## src/rtl/spi_pkg.sv

```systemverilog
// -----------------------------------------------------------------------------
// spi_pkg
// Shared constants and types for the SPI write-only register slave.
//   FRAME_W / ADDR_W / DATA_W : 16-bit frame = {rw, 7-bit address, 8-bit data}
//   ADDR_*                    : addresses of the five control registers
//   spi_frame_t               : packed view of a received frame
// -----------------------------------------------------------------------------
package spi_pkg;

    localparam int FRAME_W = 16;
    localparam int ADDR_W  = 7;
    localparam int DATA_W  = 8;

    localparam logic [ADDR_W-1:0] ADDR_EN_OUT_LO = 7'h00;
    localparam logic [ADDR_W-1:0] ADDR_EN_OUT_HI = 7'h01;
    localparam logic [ADDR_W-1:0] ADDR_EN_PWM_LO = 7'h02;
    localparam logic [ADDR_W-1:0] ADDR_EN_PWM_HI = 7'h03;
    localparam logic [ADDR_W-1:0] ADDR_PWM_DUTY  = 7'h04;

    typedef struct packed {
        logic              rw;
        logic [ADDR_W-1:0] addr;
        logic [DATA_W-1:0] data;
    } spi_frame_t;

endpackage : spi_pkg

```

## src/rtl/spi_peripheral_if.sv

```systemverilog
// -----------------------------------------------------------------------------
// spi_peripheral_if
// Bundles the SPI pins and the control-register outputs of spi_peripheral.
//   slave  : the peripheral (samples pins, drives registers and wr_strobe)
//   master : the SPI host / downstream observer
// Signals:
//   sclk_in, copi_in, ncs_in : SPI pins (asynchronous to the system clock)
//   en_reg_out_7_0 .. pwm_duty_cycle : control registers at 0x00 .. 0x04
//   wr_strobe                : one-cycle pulse per committed write
// -----------------------------------------------------------------------------
interface spi_peripheral_if;
    import spi_pkg::*;

    logic              sclk_in;
    logic              copi_in;
    logic              ncs_in;
    logic [DATA_W-1:0] en_reg_out_7_0;
    logic [DATA_W-1:0] en_reg_out_15_8;
    logic [DATA_W-1:0] en_reg_pwm_7_0;
    logic [DATA_W-1:0] en_reg_pwm_15_8;
    logic [DATA_W-1:0] pwm_duty_cycle;
    logic              wr_strobe;

    modport slave (
        input  sclk_in, copi_in, ncs_in,
        output en_reg_out_7_0, en_reg_out_15_8, en_reg_pwm_7_0,
               en_reg_pwm_15_8, pwm_duty_cycle, wr_strobe
    );

    modport master (
        output sclk_in, copi_in, ncs_in,
        input  en_reg_out_7_0, en_reg_out_15_8, en_reg_pwm_7_0,
               en_reg_pwm_15_8, pwm_duty_cycle, wr_strobe
    );

endinterface : spi_peripheral_if

```

## src/rtl/spi_peripheral_sync_edge.sv

```systemverilog
// -----------------------------------------------------------------------------
// sync_edge
// N-flop synchroniser for an asynchronous pin with registered edge pulses.
//   clk, rst : system clock, synchronous active-high reset
//   d_i      : asynchronous input pin
//   q_o      : synchronised level (STAGES cycles behind the pin)
//   rise_o   : one-cycle pulse, STAGES+1 cycles after a pin rise
//   fall_o   : one-cycle pulse, STAGES+1 cycles after a pin fall
// All flops reset to RESET_VAL so no edge is reported coming out of reset.
// -----------------------------------------------------------------------------
module sync_edge #(
    parameter int   STAGES    = 2,
    parameter logic RESET_VAL = 1'b0
) (
    input  logic clk,
    input  logic rst,
    input  logic d_i,
    output logic q_o,
    output logic rise_o,
    output logic fall_o
);

    logic [STAGES-1:0] chain_q;
    logic              prev_q;
    logic              rise_q;
    logic              fall_q;

    // Synchroniser chain, one extra flop holding the previous synchronised
    // level, and registered edge pulses comparing the two.
    always_ff @(posedge clk) begin
        if (rst) begin
            chain_q <= {STAGES{RESET_VAL}};
            prev_q  <= RESET_VAL;
            rise_q  <= 1'b0;
            fall_q  <= 1'b0;
        end else begin
            chain_q <= {chain_q[STAGES-2:0], d_i};
            prev_q  <= chain_q[STAGES-1];
            rise_q  <= chain_q[STAGES-1] & ~prev_q;
            fall_q  <= ~chain_q[STAGES-1] & prev_q;
        end
    end

    assign q_o    = chain_q[STAGES-1];
    assign rise_o = rise_q;
    assign fall_o = fall_q;

endmodule : sync_edge

```

## src/rtl/spi_peripheral.sv

```systemverilog
// -----------------------------------------------------------------------------
// spi_peripheral
// SPI mode-0 write-only register slave with five 8-bit control registers.
//   clk, rst : system clock, synchronous active-high reset
//   bus      : spi_peripheral_if.slave (SPI pins in, registers + wr_strobe out)
// A frame commits only when exactly 16 bits arrived, bit15 = 1 (write) and the
// address is <= MAX_ADDR; anything else is dropped without side effects.
// -----------------------------------------------------------------------------
module spi_peripheral
    import spi_pkg::*;
#(
    parameter int                SYNC_STAGES = 2,
    parameter logic [ADDR_W-1:0] MAX_ADDR    = 7'h04
) (
    input  logic             clk,
    input  logic             rst,
    spi_peripheral_if.slave  bus
);

    logic sclkSync, sclkRise, sclkFall;
    logic ncsSync,  ncsRise,  ncsFall;
    logic copiSync, copiRise, copiFall;

    sync_edge #(.STAGES(SYNC_STAGES), .RESET_VAL(1'b0)) uSyncSclk (
        .clk(clk), .rst(rst), .d_i(bus.sclk_in),
        .q_o(sclkSync), .rise_o(sclkRise), .fall_o(sclkFall)
    );

    sync_edge #(.STAGES(SYNC_STAGES), .RESET_VAL(1'b1)) uSyncNcs (
        .clk(clk), .rst(rst), .d_i(bus.ncs_in),
        .q_o(ncsSync), .rise_o(ncsRise), .fall_o(ncsFall)
    );

    sync_edge #(.STAGES(SYNC_STAGES), .RESET_VAL(1'b0)) uSyncCopi (
        .clk(clk), .rst(rst), .d_i(bus.copi_in),
        .q_o(copiSync), .rise_o(copiRise), .fall_o(copiFall)
    );

    // Edge outputs this block has no use for.
    logic unusedSyncOutputs;
    assign unusedSyncOutputs = ^{sclkSync, sclkFall, copiRise, copiFall};

    logic [FRAME_W-1:0] shift_q,  shift_d;
    logic [4:0]         count_q,  count_d;
    logic               active_q, active_d;
    logic               strobe_q, strobe_d;
    logic [DATA_W-1:0]  outLo_q,  outLo_d;
    logic [DATA_W-1:0]  outHi_q,  outHi_d;
    logic [DATA_W-1:0]  pwmLo_q,  pwmLo_d;
    logic [DATA_W-1:0]  pwmHi_q,  pwmHi_d;
    logic [DATA_W-1:0]  duty_q,   duty_d;
    spi_frame_t         frame;

    assign frame = shift_q;

    // Frame tracking and register commit. The ncs rising edge takes priority
    // over a coincident sclk edge, so that last bit is never shifted and the
    // commit decision uses the counter as it stood before that cycle.
    always_comb begin
        shift_d  = shift_q;
        count_d  = count_q;
        active_d = active_q;
        strobe_d = 1'b0;
        outLo_d  = outLo_q;
        outHi_d  = outHi_q;
        pwmLo_d  = pwmLo_q;
        pwmHi_d  = pwmHi_q;
        duty_d   = duty_q;

        if (ncsFall) begin
            shift_d  = '0;
            count_d  = '0;
            active_d = 1'b1;
        end else if (ncsRise && active_q) begin
            active_d = 1'b0;
            if (count_q == 5'd16 && frame.rw && frame.addr <= MAX_ADDR) begin
                strobe_d = 1'b1;
                case (frame.addr)
                    ADDR_EN_OUT_LO: outLo_d = frame.data;
                    ADDR_EN_OUT_HI: outHi_d = frame.data;
                    ADDR_EN_PWM_LO: pwmLo_d = frame.data;
                    ADDR_EN_PWM_HI: pwmHi_d = frame.data;
                    ADDR_PWM_DUTY:  duty_d  = frame.data;
                    default: ;
                endcase
            end
        end else if (sclkRise && active_q && !ncsSync) begin
            shift_d = {shift_q[FRAME_W-2:0], copiSync};
            if (count_q != 5'd17) begin
                count_d = count_q + 5'd1;
            end
        end
    end

    // State and register bank.
    always_ff @(posedge clk) begin
        if (rst) begin
            shift_q  <= '0;
            count_q  <= '0;
            active_q <= 1'b0;
            strobe_q <= 1'b0;
            outLo_q  <= '0;
            outHi_q  <= '0;
            pwmLo_q  <= '0;
            pwmHi_q  <= '0;
            duty_q   <= '0;
        end else begin
            shift_q  <= shift_d;
            count_q  <= count_d;
            active_q <= active_d;
            strobe_q <= strobe_d;
            outLo_q  <= outLo_d;
            outHi_q  <= outHi_d;
            pwmLo_q  <= pwmLo_d;
            pwmHi_q  <= pwmHi_d;
            duty_q   <= duty_d;
        end
    end

    assign bus.en_reg_out_7_0  = outLo_q;
    assign bus.en_reg_out_15_8 = outHi_q;
    assign bus.en_reg_pwm_7_0  = pwmLo_q;
    assign bus.en_reg_pwm_15_8 = pwmHi_q;
    assign bus.pwm_duty_cycle  = duty_q;
    assign bus.wr_strobe       = strobe_q;

endmodule : spi_peripheral

```

## src/flat_wrapper.sv

```systemverilog
// flat-port wrapper written by rule: the top's interface ports become plain ports
module spi_peripheral_flat import spi_pkg::*;
#(
    parameter int                SYNC_STAGES = 2,
    parameter logic [ADDR_W-1:0] MAX_ADDR    = 7'h04
)
  (clk, rst, bus_sclk_in, bus_copi_in, bus_ncs_in, bus_en_reg_out_7_0, bus_en_reg_out_15_8, bus_en_reg_pwm_7_0, bus_en_reg_pwm_15_8, bus_pwm_duty_cycle, bus_wr_strobe);
  spi_peripheral_if bus_i ();
  input  logic clk;
  input  logic rst;
  input wire logic [$bits(bus_i.sclk_in)-1:0] bus_sclk_in;
  input wire logic [$bits(bus_i.copi_in)-1:0] bus_copi_in;
  input wire logic [$bits(bus_i.ncs_in)-1:0] bus_ncs_in;
  output wire logic [$bits(bus_i.en_reg_out_7_0)-1:0] bus_en_reg_out_7_0;
  output wire logic [$bits(bus_i.en_reg_out_15_8)-1:0] bus_en_reg_out_15_8;
  output wire logic [$bits(bus_i.en_reg_pwm_7_0)-1:0] bus_en_reg_pwm_7_0;
  output wire logic [$bits(bus_i.en_reg_pwm_15_8)-1:0] bus_en_reg_pwm_15_8;
  output wire logic [$bits(bus_i.pwm_duty_cycle)-1:0] bus_pwm_duty_cycle;
  output wire logic [$bits(bus_i.wr_strobe)-1:0] bus_wr_strobe;
  assign bus_i.sclk_in = bus_sclk_in;
  assign bus_i.copi_in = bus_copi_in;
  assign bus_i.ncs_in = bus_ncs_in;
  assign bus_en_reg_out_7_0 = bus_i.en_reg_out_7_0;
  assign bus_en_reg_out_15_8 = bus_i.en_reg_out_15_8;
  assign bus_en_reg_pwm_7_0 = bus_i.en_reg_pwm_7_0;
  assign bus_en_reg_pwm_15_8 = bus_i.en_reg_pwm_15_8;
  assign bus_pwm_duty_cycle = bus_i.pwm_duty_cycle;
  assign bus_wr_strobe = bus_i.wr_strobe;
  spi_peripheral #(.SYNC_STAGES(SYNC_STAGES), .MAX_ADDR(MAX_ADDR)) u_core (.clk(clk), .rst(rst), .bus(bus_i));
endmodule
```

## config.mk

```make
export PLATFORM = sky130hd
export DESIGN_NAME = spi_peripheral_flat
export DESIGN_NICKNAME = d
export VERILOG_FILES = /design/src/rtl/spi_pkg.sv /design/src/rtl/spi_peripheral_if.sv /design/src/rtl/spi_peripheral_sync_edge.sv /design/src/rtl/spi_peripheral.sv /design/src/flat_wrapper.sv
export SDC_FILE = /design/constraint.sdc
export NUM_CORES = 1
export LEC_CHECK = 0
export CAP_MARGIN = 20
export CORE_MARGIN = 3
export CORE_UTILIZATION = 37
export DETAILED_ROUTE_END_ITERATION = 8
export DONT_BUFFER_PORTS = 1
export GPL_ROUTABILITY_DRIVEN = 0
export HOLD_SLACK_MARGIN = 0.08
export MAX_ROUTING_LAYER = met4
export PLACE_DENSITY_LB_ADDON = 0.3
export SLEW_MARGIN = 5
export SYNTH_ARGS = -nofsm -noshare
export SYNTH_HDL_FRONTEND = slang
export SYNTH_SLANG_ARGS = --single-unit
```

## constraint.sdc

```tcl
create_clock -name clk -period 2.1 [get_ports clk]
set_input_delay 0.315 -clock clk [delete_from_list [all_inputs] [get_ports clk]]
set_output_delay 0.315 -clock clk [all_outputs]
set_load 0.05 [all_outputs]
```

Word level (Yosys, flattened, before mapping)
Index checks and enable logic that the tools add are counted.
{"block": "totals", "elab_cells": 53, "register_bits": 74, "inputBits": 5, "out_inout_bits": 41}
{"block": "op_classes", "n_addsub": 1, "magnitude_cmp": 1, "bitwise": 8, "n_eq_ne": 6, "n_mux": 3, "reduce_logical": 17}
{"op": "AND reduction 4 bit", "n": 5}
{"op": "== test 7 x 2 -> 1 bit (second input constant)", "n": 2}
{"op": "== test 7 x 1 -> 1 bit (second input constant)", "n": 1}
{"op": "== test 7 x 3 -> 1 bit (second input constant)", "n": 1}
{"op": "less-or-equal comparator 7 x 3 -> 1 bit (second input constant)", "n": 1}
{"op": "zero test 7 bit", "n": 1}
{"op": "adder 5 x 1 -> 5 bit (second input constant)", "n": 1}
{"op": "== test 5 bit (second input constant)", "n": 1}
{"op": "logical AND 1 bit", "n": 5}
{"op": "!= test 5 bit (second input constant)", "n": 1}
{"op": "NOT 1 bit", "n": 5}
{"op": "AND 1 bit", "n": 3}
{"op": "two-way mux 1 bit", "n": 3}
{"op": "AND reduction 3 bit", "n": 1}
{"op": "OR reduction 3 bit", "n": 1}
{"op": "AND reduction 2 bit", "n": 1}
{"op": "nonzero test 2 bit", "n": 1}
{"op": "OR reduction 2 bit", "n": 1}
{"op": "zero test 1 bit", "n": 1}

Logic depth before layout (Yosys ltp)
Gate-level depths: netlist (run 1).
{"block": "depth", "word_depth": 4, "ltp_mapped": 7, "depth_no_buf": 5}

Cells and area by module
A second synthesis (run 1) with hierarchy kept.
{"block": "hier_totals", "hier_cells": 296, "area_unflattened_um2": 3029.2}
{"module": "spi_peripheral", "n_inst": 1, "cells_per_inst": 266, "area_per_inst_um2": 2627.5}
{"module": "sync_edge", "n_inst": 3, "cells_per_inst": 10, "area_per_inst_um2": 133.9}

Least setup slack after synthesis (run 1)
No wires, ideal clock.
{"block": "synth_timing", "kind": "register to register", "start": "reg u_core.count_q[0]", "end": "reg u_core.pwmHi_q[0], in the netlist u_core.bus.en_reg_pwm_15_8[0]", "path_slack_ns": 0.553, "n_path_buf": 2, "stages_incl_launch_ff": 8, "arrival_time_ns": 1.475, "synth_period_minus_slack_ns": 1.547, "cell_sequence": "dfxtp_1 > inv_1 > ha_1 > and4_1 > clkbuf_1 > and4_2 > buf_6 > mux2i_1"}
{"block": "synth_between", "elab_chain_cells": 4}
{"item": "start, declared", "line": "spi_peripheral.sv:44", "text": "logic [4:0] count_q, count_d;"}
{"item": "start signal, assigned", "line": "spi_peripheral.sv:109", "text": "count_q <= count_d;"}
{"item": "== test 5 bit", "line": "spi_peripheral.sv:76", "text": "if (count_q == 5'd16 && frame.rw && frame.addr <= MAX_ADDR) begin"}
{"item": "logical AND 1 bit (2 in a row)", "line": "spi_peripheral.sv:76"}
{"item": "AND reduction 4 bit (no line)"}
{"item": "end signal, assigned", "line": "spi_peripheral.sv:115", "text": "pwmHi_q <= pwmHi_d;"}
{"item": "end, declared", "line": "spi_peripheral.sv:50", "text": "logic [DATA_W-1:0] pwmHi_q, pwmHi_d;"}
No other way between the ends.
A chain may end at the register's enable or synchronous reset.

Worst setup path in the final report (run 1)
{"block": "layout_timing", "start": "reg u_core.count_q[0]", "end": "reg u_core.pwmLo_q[3], in the netlist u_core.bus.en_reg_pwm_7_0[3]"}
{"block": "layout_between", "elab_chain_cells": 4}
{"item": "== test 5 bit", "line": "spi_peripheral.sv:76"}
{"item": "logical AND 1 bit (2 in a row)", "line": "spi_peripheral.sv:76"}
{"item": "AND reduction 4 bit (no line)"}
{"item": "end signal, assigned", "line": "spi_peripheral.sv:114", "text": "pwmLo_q <= pwmLo_d;"}
{"item": "end, declared", "line": "spi_peripheral.sv:49", "text": "logic [DATA_W-1:0] pwmLo_q, pwmLo_d;"}
No other way between the ends.

==> results of run 1 <==
==> cells in the final DEF (no fill, tap or decap), types with 3 or more instances in the layout <==
cell type | Yosys | routed
nor2_1 | 5 | 5
ha_1 | 3 | 3
nand2_1 | 32 | 32
nor4b_1 | 3 | 3
nand4_2 | 4 | 4
inv_1 | 6 | 6
dfxtp_1 | 74 | 74
nor2b_1 | 6 | 6
o21ai_0 | 5 | 5
a21oi_1 | 21 | 21
mux2i_1 | 40 | 40
clkbuf_8 | 0 | 9
nand3_1 | 3 | 3
nand2b_1 | 48 | 48
or2_2 | 4 | 4
==> layer usage <==
metal | share of wire (%) | vias to the layer above
li1 | - | 959
met5 | 0 | -
met4 | 2.0 | 0
met3 | 7.9 | 8
met1 | 46 | 895
met2 | 44 | 46
==> cells by family after synthesis <==
kind of cell | share of synthesized area (%)
flops | 51.30
buf+inv | 3.076
fa+ha+maj | 1.300
compound gates | 4.506
mux | 14.25
simple gates | 25.56
==> final timing paths <==
kind	start	end	slack (ps)	depth (start not counted)
setup / recovery	u_core.count_q[0]$_SDFFE_PP0P_	u_core.bus.en_reg_pwm_7_0[3]$_SDFFE_PP0P_	440	5
hold / removal	bus_copi_in	u_core.uSyncCopi.chain_q[0]$_SDFF_PP0_	110	1
hold reg to reg	u_core.uSyncSclk.prev_q$_SDFF_PP0_	u_core.uSyncSclk.rise_o$_SDFF_PP0_	390	1
setup reg to reg	u_core.count_q[0]$_SDFFE_PP0P_	u_core.bus.en_reg_pwm_7_0[3]$_SDFFE_PP0P_	440	5
==> registers in the layout, indices dropped and copies added, names as in the netlist <==
| register | cells |
|---|---|
| u_core.bus.en_reg_out_15_8 | 8 |
| u_core.count_q | 5 |
| u_core.bus.en_reg_pwm_7_0 | 8 |
| u_core.frame | 16 |
| u_core.bus.wr_strobe | 1 |
| u_core.uSyncNcs.prev_q | 1 |
| u_core.uSyncSclk.chain_q | 2 |
| u_core.bus.en_reg_pwm_15_8 | 8 |
| u_core.uSyncSclk.prev_q | 1 |
| u_core.uSyncNcs.fall_o | 1 |
| u_core.uSyncCopi.chain_q | 2 |
| u_core.active_q | 1 |
| u_core.uSyncNcs.rise_o | 1 |
| u_core.bus.en_reg_out_7_0 | 8 |
| u_core.uSyncSclk.rise_o | 1 |
| u_core.uSyncNcs.chain_q | 2 |
| u_core.bus.pwm_duty_cycle | 8 |
==> power by group <==
part / internal (mW) / total (mW) / switching, mW / leakage (nW)
logic: 0.0224 / 0.0363 / 0.0138 / 0.580
registers: 1.41 / 1.41 / 0.00408 / 0.598
clock network: 0.673 / 1.20 / 0.525 / 0.107
==> what timing repair did <==
item / 4_1_cts / 5_1_grt
gates resized for setup: 0 / 0
hold buffers: 2 / 0
endpoints found under the setup margin: 0 / 0
hold endpoints to repair: 10 / 0
==> cell type report <==
| cell class | count | area share (%) |
|---|---|---|
| clock inverters | 6 | 2.811 |
| well taps | 99 | 3.866 |
| repair buffers | 4 | 1.093 |
| multi-input cells | 190 | 41.31 |
| clock buffers | 10 | 3.983 |
| inverters | 6 | 0.7029 |
| flip-flops and latches | 74 | 46.23 |
==> results.cfg, run 1 <==
[global_routing]
gr-usage-met1_pct = 17.21
busiest_layer = met2
grt_pass1_wl_um = 9370
met2_usage_pct = 21.99
grt.overflow.total = 0
grt_usage_pct = 14.55
met3_usage_pct = 5.817
antenna_found_initial = 0
grt_pass1_vias = 1772
grt_max_degree = 51

[worst_setup_path]
slowest_delay_ps = 400
path_max_fanout = 8
startpoint_type = flip-flop
critPathArrivalTime_ps = 1880
slowest_stage = nand4_2
crit_chain = inv_1, ha_1, and4_1, nand4_2, mux2i_1
crit_type = flip-flop to flip-flop
required_ps = 2320
path_buf_inv = 1
endpoint_kind = flip-flop
crit_family = simple AND/OR/NAND/NOR gates

[die]
start_util_pct = 38.98
ios = 46
die_y_um = 94.35
dieArea_mm2 = 0.008901
coreArea_mm2 = 0.007408
row_count = 31
dieWidth_um = 94.35

[finish]
drive_gt1_share_pct = 10.34
nNetsFinal = 293
antennaDiodeCount = 0
multi_input_area_mm2 = 0.001324
fillers = 729
finalNonFillerCells = 389
fin_area_mm2 = 0.003204
areaGrowthSynthToFinish_pct = 10.96
utilization_pct = 43.25
ff_latch_area_mm2 = 0.001481

[synthesis]
ys_seq_area_share_pct = 51.30
yosysWarnings = 0
synth_top_flop_cell = dfxtp_1
yosysTopAreaCellShare_pct = 51.30
synth_most_common_cell = dfxtp_1
syn_nets = 293
synth.area.top_cells = dfxtp_1 (51%), mux2i_1 (14%), nand2b_1 (10%)
synth_edf_count = 0
synthCells = 285
synth.distinct_cells = 29
ys_ff_latch = 74
synth_largest_area_cell = dfxtp_1
avgSynthCellArea_um2 = 10.13
synthArstFlopShare_pct = 0
synth_area_mm2 = 0.002888
synth_common_cells = dfxtp_1 (74), nand2b_1 (48), mux2i_1 (40)

[placement]
dp.cells = 371
dp_hpwl_um = 3817
place_ws_ps = 422.6
place_area_mm2 = 0.002967
port_buffers = 0

[cts]
path_clk_slew_ps = 80
cts_tree = yes
cts_buffer_depth = 2
htreeDepth = 3
post_cts_buffers = 0
clkLatencyLatePin_ps = 350
numCtsBuffers = 9
cts_sinks = 74
root_buffer = clkbuf_8

[sta]
min_period_over_period_pct = 78.99
slew_violations = 0
holdWs_ps = 105.4
rsz0062_at_grt = false
finalSetupTns_ps = 0
worst_slack_ps = 441.3
period_needed_ps = 1659
tightestPinTransition_ps = 541.4
fmax_mhz = 602.9
skew_ps = 12.63
maxSlewHeadroom_pct = 63.86
hold_viol = 0
setup_violations = 0

[routing]
totalWireLength_um = 5865
first_iter_violations = 135
wl_per_cell_um = 15.08
num_vias = 1908
viasPerCell = 4.905
ant_nets = 0
first_pass_iters = 4
drc = 0

[power]
finalPower_mw = 2.649
peakVddDrop_mv = 0.4261
power_density_mw_per_mm2 = 826.7
power_leakage_nw = 1.284

[run]
maxCapViolCount = 0

[run_status]
status = finished clean

[min_path]
worstHoldPathType = input pin to flip-flop
No activity file was read; power rests on OpenSTA's default activity.
==> run 2, diff against run 1 <==
==> constraint.sdc (replaced) <==
create_clock -name clk -period 1.73 [get_ports clk]
set_input_delay 0.2595 -clock clk [delete_from_list [all_inputs] [get_ports clk]]
set_output_delay 0.2595 -clock clk [all_outputs]
set_load 0.05 [all_outputs]
==> run 2 against run 1 <==
Clock power grew 10%. Combinational power increased by 85%. Clock skew down 1.4 ps. Critical endpoint is now u_core.bus.en_reg_pwm_15_8[0]$_SDFFE_PP0P_. Worst setup slack lost 310 ps. Utilization rose by 0.98 points. First-iteration DRC count is 30% lower. Sequential share of layout area shrank 1.0 points. Total power rose by 17%. Largest cell class unchanged. Register-to-register slack lost 310 ps. Sequential power grew 22%. Final cell count grew 2.6%.
==> results.cfg, run 2 (synthesis results as in run 1) <==
[worst_setup_path]
endpoint_kind = flip-flop
crit_chain = inv_1, ha_1, and4_1, and4_4, mux2i_1
slowest_delay_ps = 380
required_ps = 2000
crit_type = flip-flop to flip-flop
crit_family = simple AND/OR/NAND/NOR gates
path_max_fanout = 8
slowest_stage = and4_4
path_buf_inv = 1
startpoint_type = flip-flop
critPathArrivalTime_ps = 1870

[run_status]
status = finished clean

[cts]
path_clk_slew_ps = 80
clkLatencyLatePin_ps = 350
htreeDepth = 3
cts_sinks = 74
cts_buffer_depth = 2
root_buffer = clkbuf_8
numCtsBuffers = 9
cts_tree = yes

[sta]
rsz0062_at_grt = false
fmax_mhz = 626.9
setup_violations = 0
tightestPinTransition_ps = 548.7
period_needed_ps = 1595
slew_violations = 0
hold_viol = 0
maxSlewHeadroom_pct = 63.37
skew_ps = 11.24
finalSetupTns_ps = 0
min_period_over_period_pct = 92.21

[finish]
fillers = 707
finalNonFillerCells = 399
drive_gt1_share_pct = 12.33
largest_reg_flops = 16
final_common_cell = dfxtp_1
areaGrowthSynthToFinish_pct = 13.47
nNetsFinal = 303
largest_register = u_core.frame
antennaDiodeCount = 0
final_cell_mix = dfxtp_1 (74), nand2b_1 (48), mux2i_1 (40)

[power]
p_int_mw = 2.421
combPwrFrac_pct = 2.2
clkPwrFrac_pct = 42.6
netSwitchingFraction_pct = 22.12
peakVddDrop_mv = 0.5300
power_leakage_nw = 1.328
power_density_mw_per_mm2 = 948.6
switchingPower_mw = 0.6874
p_seq_share_pct = 55.2

[routing]
ant_nets = 0
viasPerCell = 4.912
drc = 0
first_iter_violations = 95
num_vias = 1960
totalWireLength_um = 6242
first_pass_iters = 4
wl_per_cell_um = 15.64

[die]
die_y_um = 94.35
start_util_pct = 38.98
row_count = 31
dieArea_mm2 = 0.008901
dieWidth_um = 94.35
coreArea_mm2 = 0.007408
ios = 46

[global_routing]
grt_max_degree = 39
antenna_found_initial = 0
grt.overflow.total = 0
grt_usage_pct = 15.39
grt_pass1_wl_um = 9887
grt_pass1_vias = 1866

[run]
maxCapViolCount = 0

[placement]
dp.cells = 377
port_buffers = 0
dp_hpwl_um = 3878

[min_path]
worstHoldPathType = input pin to flip-flop
-- run 2: cell types whose count changed in the layout (fill, tap and decap cells not counted), sizes merged --
cell,before,now
bufinv,2,1
clkinv,2,4
dlygate4sd3,2,5
clkinvlp,1,0
buf,2,9
-- run 2: worst paths after layout --
kind	start	endpoint	slack [ps]	cells after the start
worst max-delay path	u_core.count_q[0]$_SDFFE_PP0P_	u_core.bus.en_reg_pwm_15_8[0]$_SDFFE_PP0P_	130	5
worst min-delay path	rst	u_core.bus.en_reg_out_7_0[2]$_SDFFE_PP0P_	100	2
worst max register to register	u_core.count_q[0]$_SDFFE_PP0P_	u_core.bus.en_reg_pwm_15_8[0]$_SDFFE_PP0P_	130	5
worst min register to register	u_core.uSyncSclk.prev_q$_SDFF_PP0_	u_core.uSyncSclk.rise_o$_SDFF_PP0_	390	1
-- run 2: final cells by class --
class	instances	area, um2	share of cell area [%]
multi-input combinational	190	1325	40.44
tap	99	123.9	3.780
sequential	74	1481	45.21
clock inverter	6	66.31	2.024
timing repair buffer	14	130.1	3.971
inverter	6	22.52	0.6873
clock buffer	10	127.6	3.895
-- run 2: power by group through the flow --
stage / clock, mW / combinational [mW] / sequential [mW]
floorplan: 0 / 0.0462 / 1.76
global placement: 0 / 0.0390 / 1.76
detailed placement: 0 / 0.0393 / 1.76
CTS: 1.36 / 0.0647 / 1.72
global route: 1.44 / 0.0716 / 1.72
finish: 1.32 / 0.0671 / 1.72
-- run 2: per-layer routing --
metal  GRT usage (%)  up-vias  part of all wire [%]
met2           24.35       47                    45
met1           17.54      929                    46
li1                -      978                     -
met5               -        -                     0
met3           6.614        6                   7.0
met4           5.174        0                   1.2
-- run 2: timing repair --
action,CTS,global route
hold endpoints to repair,39,2
buffers inserted,0,0
gates resized for setup,0,1
hold buffers,5,1
setup endpoints to repair,0,7
-- run 2: stage by stage --
stage / hold WS, ps / setup slack [ps] / power [mW] / util (%) / cell area (um2)
2_1_floorplan: 363.3 / 183.4 / 1.801 / - / 2888
3_3_place_gp: 339.1 / 151.3 / 1.796 / 40.65 / 3012
3_5_place_dp: 339.3 / 70.60 / 1.796 / 40.65 / 3012
4_1_cts: 80.21 / 43.12 / 3.141 / 44.08 / 3266
5_1_grt: 81.56 / 46.74 / 3.233 / 44.23 / 3277
6_report: 95.79 / 134.8 / 3.108 / 44.23 / 3277
-- run 2: worst reg2reg max path, delay by kind of cell (launching register included) --
family	cells	cell delay (ps)
adders and majority gates	1	130
DFF	1	350
buffers and inverters	1	80
muxes	1	220
and+or+nand+nor	2	740
==> RTL edit, RTL diff (config.mk and constraints of run 1) <==
Take the reset off `shift_q` and load it in a clocked block of its own.
--- a/src/rtl/spi_peripheral.sv
+++ b/src/rtl/spi_peripheral.sv
@@ -97,3 +97,2 @@
         if (rst) begin
-            shift_q  <= '0;
             count_q  <= '0;
@@ -107,3 +106,2 @@
         end else begin
-            shift_q  <= shift_d;
             count_q  <= count_d;
@@ -119,2 +117,6 @@
 
+    always_ff @(posedge clk) begin
+        shift_q <= shift_d;
+    end
+
     assign bus.en_reg_out_7_0  = outLo_q;
Function: same outputs for any inputs over 10 cycles, from zero or initial values and one cycle with rst high; that may be too few to reach the edited logic, so the function may still have changed.
==> RTL edit against run 1 <==
Design area down 0.23%. Cell count down 0.26%. Sequential cell count unchanged. Worst setup slack worse by 300 ps. Wire length down 4.1%. Total power down 2.1%. Synthesized area down 1.3%. Critical path depth unchanged. Die area down 1.3%. Largest cell class unchanged. Largest power group unchanged.
==> RTL edit: results <==
<?xml version="1.0" encoding="UTF-8"?>
<metrics>
  <group name="global_routing">
    <metric name="via_count_of_the_first_global_routing_pass" unit="">1707</metric>
    <metric name="grt_first_pass_wirelength" unit="microns">8870</metric>
    <metric name="grt_usage" unit="">0.137</metric>
  </group>
  <group name="power">
    <metric name="ir_drop" unit="mV">0.355</metric>
    <metric name="leakage" unit="nW">1.31</metric>
  </group>
  <group name="routing">
    <metric name="route.final.wire_length" unit="microns">5630</metric>
    <metric name="routed-via-count" unit="">1826</metric>
    <metric name="drtIter0Drc" unit="">103</metric>
    <metric name="route.detailed.wl_per_inst" unit="microns">14.5</metric>
  </group>
  <group name="logic_synthesis">
    <metric name="synth.top_cells.by_count" unit="">dfxtp_1, nand2b_1, mux2i_1, nand2_1, a21oi_1</metric>
    <metric name="synth.lib_cells_used.distinct" unit="">33</metric>
    <metric name="synth_sequential_area_ratio" unit="">0.520</metric>
    <metric name="ys_top_cells_by_area" unit="">dfxtp_1, mux2i_1, nand2b_1, nand2_1, a21oi_1</metric>
    <metric name="synthCells" unit="">280</metric>
  </group>
  <group name="cts">
    <metric name="cts_resized" unit="">0</metric>
    <metric name="numCtsBuffers" unit="">9</metric>
    <metric name="clk_latency" unit="ps">350</metric>
  </group>
  <group name="finish">
    <metric name="fill_cells" unit="">705</metric>
    <metric name="multi_input_area_share" unit="">0.399</metric>
    <metric name="area_occupied_by_multi_input_gates" unit="sq mm">0.00128</metric>
    <metric name="share_of_post_route_cells_with_drive_strength_above_1" unit="">0.114</metric>
    <metric name="nNonClkBuffers" unit="">9</metric>
    <metric name="comb.multi_input.count" unit="">185</metric>
    <metric name="clock_area_frac" unit="">0.0661</metric>
    <metric name="seqAreaFraction" unit="">0.463</metric>
    <metric name="nets" unit="">292</metric>
    <metric name="nNonClkInverters" unit="">5</metric>
    <metric name="area_share_nonclk_buffers" unit="">0.0266</metric>
  </group>
  <group name="timing">
    <metric name="slew-limit-headroom" unit="">0.630</metric>
    <metric name="fin_skew" unit="ps">12.1</metric>
    <metric name="timing.setup.tns" unit="ps">0</metric>
  </group>
  <group name="place">
    <metric name="hpwl" unit="microns">3650</metric>
    <metric name="placed_cells" unit="">370</metric>
    <metric name="post_dp_cell_area" unit="sq mm">0.00297</metric>
  </group>
  <group name="setup_path">
    <metric name="timing.critical_path.fanout_max" unit="">6</metric>
    <metric name="crit_arrival" unit="ps">2230</metric>
  </group>
  <group name="run_status">
    <metric name="run_status" unit="">complete, no violations</metric>
  </group>
</metrics>
## RTL edit: power breakdown
part	internal (mW)	switching, mW
Sequential	1.41	0.00359
Combinational	0.0232	0.0110
Clock	0.595	0.551
Total	2.03	0.566
## RTL edit: worst max-delay path, cell delays in order (launching register included)
cell and delay [ps]:
dfxtp_1 360, or3b_4 430, nor4_1 350, and4b_1 400, buf_12 170, mux2i_1 180
## RTL edit: worst paths after layout
path | slack [ps] | end | start
max | 140 | u_core.bus.pwm_duty_cycle[0] | u_core.count_q[2]
min reg2reg | 390 | u_core.uSyncSclk.rise_o | u_core.uSyncSclk.prev_q
min | 100 | u_core.uSyncCopi.chain_q[0] | bus_copi_in
max reg2reg | 140 | u_core.bus.pwm_duty_cycle[0] | u_core.count_q[2]
## RTL edit: timing repair
action	CTS	global route
endpoints found under the hold margin	10	0
endpoints found under the setup margin	0	1
hold buffers	2	0
## RTL edit: kinds of logic (layout without fill, tap and decap cells)
family,after synthesis,after routing,synth area share
simple gates,117,117,0.240
flops,74,74,0.520
mux,41,41,0.144
compound gates,21,21,0.0395
buf+inv,21,30,0.0343
fa+ha+maj,3,3,0.0132
xor+xnor,3,3,0.00922
## RTL edit: per-stage QoR
step | power [mW] | worst slack [ps] | hold WS (ps)
floorplan | 1.48 | 249 | 367
global placement | 1.48 | 153 | 378
detailed placement | 1.48 | 122 | 382
CTS | 2.63 | 118 | 84.2
global route | 2.70 | -1.85 | 82.2
finish | 2.59 | 136 | 102
## RTL edit: per-layer routing
| metal | vias to the layer above | routed length (microns) | global-route usage |
|---|---|---|---|
| met3 | 6 | 451 | 0.0545 |
| met2 | 49 | 2370 | 0.192 |
| met4 | 0 | 83 | 0.0650 |
| met5 | - | 0 | - |
| met1 | 841 | 2720 | 0.173 |
| li1 | 930 | - | - |
